### src/rtl/kt8p_cpu_core.sv
// kt8p multi-cycle accumulator CPU: A/B/R/P registers, ALU, relative and conditional jumps,
// hardware return stack, data-memory req/ready handshake, HALT and FAULT states.
module kt8p_cpu_core #(
  parameter int DATA_W      = 8,
  parameter int PC_W        = 8,
  parameter int ADDR_W      = 8,
  parameter int STACK_DEPTH = 4
) (
  input  logic              clk,
  input  logic              rst,
  input  logic [7:0]        instruction,
  output logic [PC_W-1:0]   code_address,
  output logic [ADDR_W-1:0] data_address,
  output logic              mem_req,
  output logic              mem_we,
  output logic [DATA_W-1:0] ram_out,
  input  logic [DATA_W-1:0] ram_in,
  input  logic              mem_ready,
  output logic              zero,
  output logic              halted,
  output logic              fault,
  output logic [2:0]        dbg_state
);

  localparam int SP_W  = $clog2(STACK_DEPTH + 1);
  localparam int IDX_W = (STACK_DEPTH > 1) ? $clog2(STACK_DEPTH) : 1;
  localparam logic [SP_W-1:0] SP_FULL = SP_W'(STACK_DEPTH);

  localparam logic [3:0] OP_LDA  = 4'h1;
  localparam logic [3:0] OP_LDB  = 4'h2;
  localparam logic [3:0] OP_LDI  = 4'h3;
  localparam logic [3:0] OP_ALU  = 4'h4;
  localparam logic [3:0] OP_STR  = 4'h5;
  localparam logic [3:0] OP_SETP = 4'h6;
  localparam logic [3:0] OP_JF   = 4'h7;
  localparam logic [3:0] OP_JB   = 4'h8;
  localparam logic [3:0] OP_JFZ  = 4'h9;
  localparam logic [3:0] OP_JBZ  = 4'hA;
  localparam logic [3:0] OP_CALL = 4'hB;
  localparam logic [3:0] OP_RET  = 4'hC;
  localparam logic [3:0] OP_INCP = 4'hD;
  localparam logic [3:0] OP_HALT = 4'hF;

  typedef enum logic [2:0] {
    S_FETCH = 3'd0,
    S_EXEC  = 3'd1,
    S_MEM   = 3'd2,
    S_HALT  = 3'd3,
    S_FAULT = 3'd4
  } state_t;

  state_t r_state, w_state_nxt;

  logic [PC_W-1:0]   r_pc;
  logic [7:0]        r_ir;
  logic [DATA_W-1:0] r_a, r_b, r_r;
  logic [ADDR_W-1:0] r_p;
  logic              r_z;
  logic [SP_W-1:0]   r_sp;
  logic [PC_W-1:0]   r_stack [STACK_DEPTH];

  logic [3:0]        w_op, w_n;
  logic [PC_W-1:0]   w_k, w_pc_inc;
  logic [DATA_W-1:0] w_alu;
  logic              w_is_mem, w_overflow, w_underflow, w_exec_ok, w_read_done;
  logic [SP_W-1:0]   w_sp_dec;
  logic [IDX_W-1:0]  w_push_idx, w_pop_idx;

  assign w_op        = r_ir[7:4];
  assign w_n         = r_ir[3:0];
  assign w_k         = PC_W'(w_n) + PC_W'(1);
  assign w_pc_inc    = r_pc + PC_W'(1);
  assign w_is_mem    = (w_op == OP_LDA) || (w_op == OP_LDB) || (w_op == OP_STR);
  assign w_overflow  = (w_op == OP_CALL) && (r_sp == SP_FULL);
  assign w_underflow = (w_op == OP_RET) && (r_sp == '0);
  assign w_exec_ok   = (r_state == S_EXEC) && !w_overflow && !w_underflow;
  assign w_read_done = (r_state == S_MEM) && mem_ready;
  assign w_sp_dec    = r_sp - SP_W'(1);
  assign w_push_idx  = r_sp[IDX_W-1:0];
  assign w_pop_idx   = w_sp_dec[IDX_W-1:0];

  // Handshake: mem_req is high for the whole MEM state; the access completes on the first
  // rising edge where mem_req && mem_ready. Address, direction and write data come from
  // P, IR and R, none of which can change while in MEM, so they are stable by construction.
  assign mem_req      = (r_state == S_MEM);
  assign mem_we       = mem_req && (w_op == OP_STR);
  assign code_address = r_pc;
  assign data_address = r_p;
  assign ram_out      = r_r;
  assign zero         = r_z;
  assign halted       = (r_state == S_HALT);
  assign fault        = (r_state == S_FAULT);
  assign dbg_state    = r_state;

  always_comb begin
    w_alu = '0;
    case (w_n)
      4'h0:    w_alu = r_a + r_b;
      4'h1:    w_alu = r_a - r_b;
      4'h2:    w_alu = r_a & r_b;
      4'h3:    w_alu = r_a | r_b;
      4'h4:    w_alu = r_a ^ r_b;
      4'h5:    w_alu = ~r_a;
      4'h6:    w_alu = r_a << 1;
      4'h7:    w_alu = r_a >> 1;
      4'h8:    w_alu = r_a;
      4'h9:    w_alu = r_b;
      default: w_alu = '0;
    endcase
  end

  always_ff @(posedge clk) begin
    if (rst) r_state <= S_FETCH;
    else     r_state <= w_state_nxt;
  end

  always_comb begin
    w_state_nxt = r_state;
    case (r_state)
      S_FETCH: w_state_nxt = S_EXEC;
      S_EXEC: begin
        if (w_overflow || w_underflow) w_state_nxt = S_FAULT;
        else if (w_op == OP_HALT)      w_state_nxt = S_HALT;
        else if (w_is_mem)             w_state_nxt = S_MEM;
        else                           w_state_nxt = S_FETCH;
      end
      S_MEM:   if (mem_ready) w_state_nxt = S_FETCH;
      default: w_state_nxt = r_state;
    endcase
  end

  always_ff @(posedge clk) begin
    if (rst) begin
      r_pc <= '0;
      r_ir <= '0;
      r_a  <= '0;
      r_b  <= '0;
      r_r  <= '0;
      r_p  <= '0;
      r_z  <= 1'b1;
      r_sp <= '0;
    end else begin
      if (r_state == S_FETCH) r_ir <= instruction;
      if (w_exec_ok) begin
        r_pc <= w_pc_inc;
        case (w_op)
          OP_LDI:  r_b <= DATA_W'(w_n);
          OP_ALU: begin
            r_r <= w_alu;
            r_z <= (w_alu == '0);
          end
          OP_SETP: r_p <= r_r[ADDR_W-1:0];
          OP_JF:   r_pc <= r_pc + w_k;
          OP_JB:   r_pc <= r_pc - w_k;
          OP_JFZ:  if (r_z) r_pc <= r_pc + w_k;
          OP_JBZ:  if (r_z) r_pc <= r_pc - w_k;
          OP_CALL: begin
            r_sp <= r_sp + SP_W'(1);
            r_pc <= r_pc + w_k;
          end
          OP_RET: begin
            r_sp <= w_sp_dec;
            r_pc <= r_stack[w_pop_idx];
          end
          OP_INCP: r_p <= r_p + ADDR_W'(1);
          default: ;
        endcase
      end
      if (w_read_done) begin
        if (w_op == OP_LDA) r_a <= ram_in;
        if (w_op == OP_LDB) r_b <= ram_in;
      end
    end
  end

  // Stack storage needs no reset: entries are only read below SP.
  always_ff @(posedge clk) begin
    if (!rst && w_exec_ok && (w_op == OP_CALL)) r_stack[w_push_idx] <= w_pc_inc;
  end

endmodule

### config.mk
export PLATFORM = sky130hd
export DESIGN_NAME = kt8p_cpu_core
export DESIGN_NICKNAME = d
export VERILOG_FILES = /design/src/rtl/kt8p_cpu_core.sv
export SDC_FILE = /design/constraint.sdc
export NUM_CORES = 1
export LEC_CHECK = 0
export ABC_AREA = 0
export CAP_MARGIN = 25
export CORE_UTILIZATION = 63
export DETAILED_ROUTE_END_ITERATION = 10
export GPL_ROUTABILITY_DRIVEN = 0
export PLACE_DENSITY = 0.86
export REMOVE_ABC_BUFFERS = 1
export SYNTH_ARGS = -nofsm -noshare
export SYNTH_HDL_FRONTEND = slang
export SYNTH_SLANG_ARGS = --single-unit
### constraint.sdc
create_clock -name clk -period 7.8 [get_ports clk]
set_input_delay 1.17 -clock clk [delete_from_list [all_inputs] [get_ports clk]]
set_output_delay 1.17 -clock clk [all_outputs]
set_load 0.005 [all_outputs]
# ---- Word level (Yosys, flattened, before mapping)
# Memories as Yosys holds them, arrays and structs flattened.
# Cells that the tools add are included.
dict set report op_classes {
  muxes 17
  n_eq_ne 29
  n_reduce_logical 27
  addsub 9
  bitwise 4
}
# op n
set ops {}
lappend ops {{8-bit case mux with 10 select lines} 1}
lappend ops {{8-bit 2-to-1 mux} 6}
lappend ops {{8-bit case mux with 5 select lines} 1}
lappend ops {{4-bit equality test, second input constant} 9}
lappend ops {{4-bit by 3-bit equality test with 1-bit output, second input constant} 8}
lappend ops {{8-bit by 1-bit adder with 8-bit output, second input constant} 2}
lappend ops {{4-bit by 2-bit equality test with 1-bit output, second input constant} 4}
lappend ops {{8-bit case mux with 2 select lines} 1}
lappend ops {{2-bit AND reduction} 5}
lappend ops {{3-bit case mux with 3 select lines} 1}
lappend ops {{8-bit by 5-bit adder with 8-bit output} 1}
lappend ops {{8-bit adder} 1}
lappend ops {{8-bit AND} 1}
lappend ops {{4-bit by 1-bit equality test with 1-bit output, second input constant} 2}
lappend ops {{1-bit logical AND} 8}
lappend ops {{8-bit zero test} 1}
lappend ops {{8-bit NOT} 1}
lappend ops {{8-bit OR} 1}
lappend ops {{8-bit by 5-bit subtractor with 8-bit output} 1}
lappend ops {{8-bit subtractor} 1}
lappend ops {{8-bit bitwise XOR} 1}
lappend ops {{3-bit by 2-bit equality test with 1-bit output, second input constant} 2}
lappend ops {{3-bit equality test, second input constant} 2}
lappend ops {{3-bit zero test} 2}
lappend ops {{other kinds (15)} 23}
dict set report totals {
  n_memories 1
  in_bits 19
  ramBits 32
  output_inout_bits 32
  wordCells 96
  regBits 55
}
# memory words width rd rd_clocked_by_memory_dff wr line_no
set memory_table {}
lappend memory_table {r_stack 4 8 1 0 1 60} ;# logic [PC_W-1:0] r_stack [STACK_DEPTH];

# ---- Longest topological paths before layout
# Gate-level depths: netlist of the first run.
dict set report logic_depth {
  depth_word 9
  mapped_depth 15
  mapped_depth_nobuf 13
}

# ---- Worst setup path after synthesis of the first run
# OpenSTA, ideal clock, no wires.
dict set report synth_timing {
  kind {reg-to-reg}
  startpoint {reg r_ir[1]}
  endpoint {reg r_r[6], in the netlist ram_out[6]}
  stages_incl_launch_ff 14
  required_ps 7666
  n_path_buf 2
  path_slack_ps 4754
  setup_ps 134
  t_arrival_ps 2912
  synth_period_minus_slack_ps 3046
  cell_sequence {dfxtp_1 > inv_1 > ha_1 > clkbuf_1 > and2_1 > buf_2 > mux2_2 > fa_1 > nand2b_1 > a21oi_1 > a21oi_1 > a31o_2 > nor4_1 > a211oi_1}
}
dict set report synth_via {
  elab_chain_cells 2
}
# item line_no
set synth_lines {}
lappend synth_lines {{start, declared} 55} ;# logic [7:0] r_ir;
lappend synth_lines {{start signal, assigned} 143} ;# if (r_state == S_FETCH) r_ir <= instruction;
lappend synth_lines {{4-bit equality test, or another cell as far along} 97} ;# case (w_n)
lappend synth_lines {{8-bit case mux with 10 select lines *} 97}
lappend synth_lines {{end signal, assigned} 149} ;# r_r <= w_alu;
lappend synth_lines {{end, declared} 56} ;# logic [DATA_W-1:0] r_a, r_b, r_r;
# Every way passes the cells marked *; elsewhere a longest branch is shown, timed or not.
# A chain may end at the register's enable or synchronous reset.

# ---- Final worst setup path of the first run
# Ends and elaborated chain as after synthesis.

==> metrics.cfg, run 1 <==
[sta]
period_share_pct = 46.4
whs_ns = 0.513
slew_viol_final = 0
tightest_slew_ns = 0.895
slew_headroom_pct = 39.9
fin_tns_setup_ns = 0
setup_viol = 0
rsz0062_at_grt = no
hold_violations = 0
finalCriticalPeriod_ns = 3.62
fin_ws_ns = 4.18
fmax_ghz = 0.276
finalClockSkew_ns = 0.0217

[setup_path]
path_cells = inv_1, ha_1, and2_1, mux2_2, fa_1, nand2b_1, a21oi_1, a21oi_1, a31o_2, nor4_1, a211oi_1
slowest_stage = ha_1
crit_top_cell = a21oi_1
worstPathRequired_ns = 8.01
start_kind = flop
cp.arrival_ns = 3.83
worst_setup_path_end_kind = flop
worstSetupPathType = flop to flop
crit_fanout = 18
slowest_delay_ns = 0.52

[routing]
met1_length_microns = 6090
drtIter0Drc = 613
avgViaCountPerCell = 6.58
antenna_left = 0
drc = 0
dr_wl_met2_microns = 6670
highest_layer = met4
met3_length_microns = 1390
via_count = 5203
route.final.wire_length_microns = 14500
first_pass_iters = 6
wl_per_cell_microns = 18.4

[die]
core-area_sq_um = 8890
die_w_microns = 98.6
die_y_microns = 98.6
initial_core_util_pct = 66.2
num_rows = 34
die_area_sq_um = 9730
io_pins = 51

[placed_design]
hpwlAfterDp_microns = 10400
dpl_cell_area_sq_um = 6340
pre_cts_slack_ns = 4.26
port_buffers = 50
numPlacedInstances = 775

[cells_and_area]
register_area_sq_um = 2060
antennaDiodeCount = 0
fillCellCount = 650
areaGrowthSynthToFinish_pct = 11.5
fin_nets = 746
drive_above_1_share_pct = 5.56
layout_commonest_cell = nor2_1
final_cells = 791
final_cell_area_sq_um = 6560
multiInputGateArea_sq_um = 3510
final_cell_mix = 78 x nor2_1, 55 x dfxtp_1, 49 x clkdlybuf4s50_1, 46 x ha_1, 42 x nand2_1

[grt]
grt_pass1_vias = 4945
grt_max_degree = 57
grt_overflow = 0
antenna_found_initial = 0
grt_first_pass_wirelength_microns = 23900
gr-usage-all-layers_pct = 31.1

[yosys]
syn_inst = 658
synth-seq-area-share_pct = 35.0
synth_area_per_cell_sq_um = 8.94
synth_flop_cell = dfxtp_1
synthArstFlopShare_pct = 0
synth_edf_count = 32
ys.warnings.count = 0
synth_seq_cells = 87
syn_area_sq_um = 5880
ys_types = 71

[clock_network]
clk_pin_slew_ns = 0.10
cts-root-buf = clkbuf_8
numCtsBuffers = 9
postCtsHoldBufs = 0
cts.sinks = 87
ctsResizeCount = 0
post_cts_buffers = 0
htree_levels = 3
cts_buffer_depth = 2
insertion_delay_ns = 0.39
cts_tree = built

[power_and_ir_drop]
ir_drop_uv = 112
p_leak_nw = 2.49
pwr_density_cell_nw_per_um2 = 174

[outcome]
status = finished, final reports clean

[min_path]
hold_path.class = flop to flop

[run]
maxCapViolations = 0

-- state kept, by name, summed over array words and instances, names as in the netlist --
name,flops
r_b,8
data_address,8
r_sp,3
dbg_state,3
r_stack,32
code_address,8
ram_out,8
r_a,8
zero,1
r_ir,8
-- worst paths after layout --
path,startpoint,endpoint,slack [ns],depth (start not counted)
setup / recovery,r_ir[1]$_SDFFE_PP0P_,ram_out[6]$_SDFFE_PP0P_,4.18,11
hold / removal,ram_out[0]$_SDFFE_PP0P_,data_address[0]$_SDFFE_PP0P_,0.51,2
setup reg to reg,r_ir[1]$_SDFFE_PP0P_,ram_out[6]$_SDFFE_PP0P_,4.18,11
hold reg to reg,ram_out[0]$_SDFFE_PP0P_,data_address[0]$_SDFFE_PP0P_,0.51,2
-- cells in the mapped netlist (all sizes together), types with 2 or more instances --
cell type   n  area [sq um]
nand4       3          18.8
and3       10          62.6
and2        7          43.8
o21ai      33           169
a221oi      3          26.3
a211oi     21           163
mux2i      22           220
a22oi      20           150
nor4        7          58.8
o31a        2          17.5
a21o        4          30.0
clkbuf     23          86.3
a22o       11          96.3
a21oi      40           200
nor2       78           293
a31o        2          17.5
dfxtp      55          1100
a41oi       2          17.5
nor2b      10          62.6
ha         46           576
nor3b       4          35.0
edfxtp     32           961
nand3      23           115
a31oi       4          25.0
nand2      42           158
o21ba       2          20.0
buf        20           106
a221o       2          20.0
or2         2          12.5
o221ai      2          17.5
xor2       14           123
nor3       13          75.1
nand2b      9          56.3
o22ai       7          43.8
xnor2      15           131
fa          3          60.1
inv        33           124
o21bai      4          30.0
mux4        8           180
-- cell type report --
type                            instances  area share, %
Clock inverter                          6           1.49
Inverter                               33           1.89
Tap cell                              108           2.06
Timing Repair Buffer                   52           7.78
Sequential cell                        87           31.4
Multi-Input combinational cell        495           53.4
Clock buffer                           10           1.94
-- through the flow --
stage               total power, mW  utilization (%)
floorplan                     0.693                -
global placement              0.769             71.3
detailed placement            0.779             71.3
CTS                            1.14             73.8
global route                   1.18             73.8
finish                         1.14             73.8
-- per-layer routing --
layer  vias to the layer above  track usage, %
li1                       2419               -
met1                      2435            42.5
met2                       296            48.0
met3                        53            5.67
met4                         0            14.6
met5                         -               0
-- worst max-delay path: cells and delay by family (launching register included) --
kind                     cells  cell delay (ns)
flip-flops                   1             0.36
multiplexers                 1             0.40
adder cells (fa/ha/maj)      2             0.94
AO/OA/AOI/OAI                4             0.73
buffers and inverters        1             0.11
AND/OR/NAND/NOR              3             0.90
-- where the power goes --
group          total (mW)  switching (mW)  internal, mW
sequential          0.529          0.0390         0.490
combinational       0.250           0.141         0.109
clock               0.363           0.177         0.186
-- logic make-up (layout without fill, tap and decap cells) --
logic type	after synthesis	in the layout	share of synthesized area [%]
buffers and inverters	76	101	5.38
AO/OA/AOI/OAI	170	170	19.5
flip-flops	87	87	35.0
multiplexers	31	31	7.00
XOR/XNOR	29	29	4.32
adder cells (fa/ha/maj)	49	49	10.8
AND/OR/NAND/NOR	216	216	18.0
No activity file was read; power rests on OpenSTA's default activity.
==> inputs of run 2 (changes only) <==
--- a/config.mk
+++ b/config.mk
@@ -7,10 +7,10 @@
 export LEC_CHECK = 0
 export ABC_AREA = 0
 export CAP_MARGIN = 25
-export CORE_UTILIZATION = 63
+export CORE_UTILIZATION = 53
 export DETAILED_ROUTE_END_ITERATION = 10
 export GPL_ROUTABILITY_DRIVEN = 0
-export PLACE_DENSITY = 0.86
+export PLACE_DENSITY = 0.77
 export REMOVE_ABC_BUFFERS = 1
 export SYNTH_ARGS = -nofsm -noshare
 export SYNTH_HDL_FRONTEND = slang
==> constraint.sdc (replaced) <==
create_clock -name clk -period 3.3 [get_ports clk]
set_input_delay 0.495 -clock clk [delete_from_list [all_inputs] [get_ports clk]]
set_output_delay 0.495 -clock clk [all_outputs]
set_load 0.005 [all_outputs]
==> metrics.cfg, run 2 (synthesized netlist as in run 1, its figures left out) <==
[outcome]
status = finished, final reports clean

[grt]
grt_first_pass_wirelength_microns = 22700
grt_max_degree = 56
gr-usage-all-layers_pct = 25.0
grt_pass1_vias = 4561
grt_overflow = 0
antenna_found_initial = 0

[placed_design]
dpl_cell_area_sq_um = 6450
hpwlAfterDp_microns = 10200
port_buffers = 50
pre_cts_slack_ns = 0.184
numPlacedInstances = 817

[routing]
avgViaCountPerCell = 6.03
antenna_left = 0
via_count = 5027
wl_per_cell_microns = 16.6
route.final.wire_length_microns = 13900
drc = 0
drtIter0Drc = 490
first_pass_iters = 6

[clock_network]
cts.sinks = 87
numCtsBuffers = 9
htree_levels = 3
cts-root-buf = clkbuf_8
postCtsHoldBufs = 0
insertion_delay_ns = 0.37
cts_buffer_depth = 2
cts_tree = built
clk_pin_slew_ns = 0.08

[cells_and_area]
fin_nets = 756
antennaDiodeCount = 0
fillCellCount = 960
largest_reg_flops = 32
drive_above_1_share_pct = 7.36
layout_commonest_cell = nor2_1
final_cells = 833
max_flop_register = r_stack
final_cell_area_sq_um = 6650
areaGrowthSynthToFinish_pct = 13.0
final_cell_mix = 78 x nor2_1, 55 x dfxtp_1, 49 x clkdlybuf4s50_1, 46 x ha_1, 42 x nand2_1

[sta]
slew_viol_final = 0
finalClockSkew_ns = 0.00994
period_share_pct = 91.7
tightest_slew_ns = 0.790
fin_ws_ns = 0.273
fmax_ghz = 0.330
slew_headroom_pct = 47.1
setup_viol = 0
fin_tns_setup_ns = 0
hold_violations = 0
rsz0062_at_grt = no
finalCriticalPeriod_ns = 3.03

[setup_path]
crit_fanout = 7
worstSetupPathType = flop to flop
cp.arrival_ns = 3.26
worst_setup_path_end_kind = flop
start_kind = flop
worstPathRequired_ns = 3.53

[die]
die_y_microns = 107
num_rows = 38
io_pins = 51
die_w_microns = 107
die_area_sq_um = 11500
core-area_sq_um = 10800
initial_core_util_pct = 54.3

[power_and_ir_drop]
ir_drop_uv = 247
pwr_density_cell_nw_per_um2 = 382
p_leak_nw = 2.52

[run]
maxCapViolations = 0

[min_path]
hold_path.class = flop to flop

run 2: changes by cell type in the layout (fill, tap and decap cells not counted), sizes merged:
cell	previous run	this run
clkinv	1	3
bufinv	2	0
buf	3	13
inv	36	34
clkinvlp	0	2
run 2: through the flow:
step	power, mW	hold WS (ns)	util, %
6_report	2.54	0.519	61.3
2_1_floorplan	1.64	0.471	-
4_1_cts	2.55	0.523	61.2
3_3_place_gp	1.84	0.488	59.5
3_5_place_dp	1.86	0.509	59.5
5_1_grt	2.68	0.564	61.3
run 2: area by class of cell:
cell class | count | area (sq um) | area share, %
well taps | 140 | 175 | 2.63
clock inverters | 6 | 45.0 | 0.677
repair buffers | 62 | 586 | 8.81
multi-input cells | 495 | 3520 | 52.9
flip-flops and latches | 87 | 2060 | 31.0
clock buffers | 10 | 138 | 2.07
inverters | 33 | 124 | 1.86
run 2: what timing repair did:
action,CTS,global route
gates resized for setup,0,3
setup endpoints to repair,0,2
buffers inserted,0,0
run 2: final timing paths:
path                            cells past startpoint                           end  slack (ns)                    start
worst max-delay path                               11       ram_out[6]$_SDFFE_PP0P_        0.27     r_ir[1]$_SDFFE_PP0P_
worst min-delay path                                2  data_address[0]$_SDFFE_PP0P_        0.52  ram_out[0]$_SDFFE_PP0P_
worst max register to register                     11       ram_out[6]$_SDFFE_PP0P_        0.27     r_ir[1]$_SDFFE_PP0P_
worst min register to register                      2  data_address[0]$_SDFFE_PP0P_        0.52  ram_out[0]$_SDFFE_PP0P_
run 2: critical path: stages (launching register included):
cell      delay (ns)
dfxtp_1         0.41
inv_1           0.10
ha_1            0.19
and2_2          0.22
mux2_2          0.31
fa_1            0.43
nand2b_1        0.16
a21oi_1         0.20
a21oi_1         0.15
a31o_2          0.28
nor4_2          0.31
a211oi_1        0.11
run 2: power by group:
| group | switching [mW] | internal (mW) | total [mW] |
|---|---|---|---|
| logic | 0.345 | 0.270 | 0.615 |
| clock network | 0.397 | 0.297 | 0.694 |
| registers | 0.0754 | 1.16 | 1.23 |
| total | 0.817 | 1.72 | 2.54 |
run 2: per-layer routing:
layer,share of wire [%],global-route usage [%]
met3,6.9,5.33
met5,0,0
met1,47,35.3
met4,1.4,6.36
met2,45,39.0
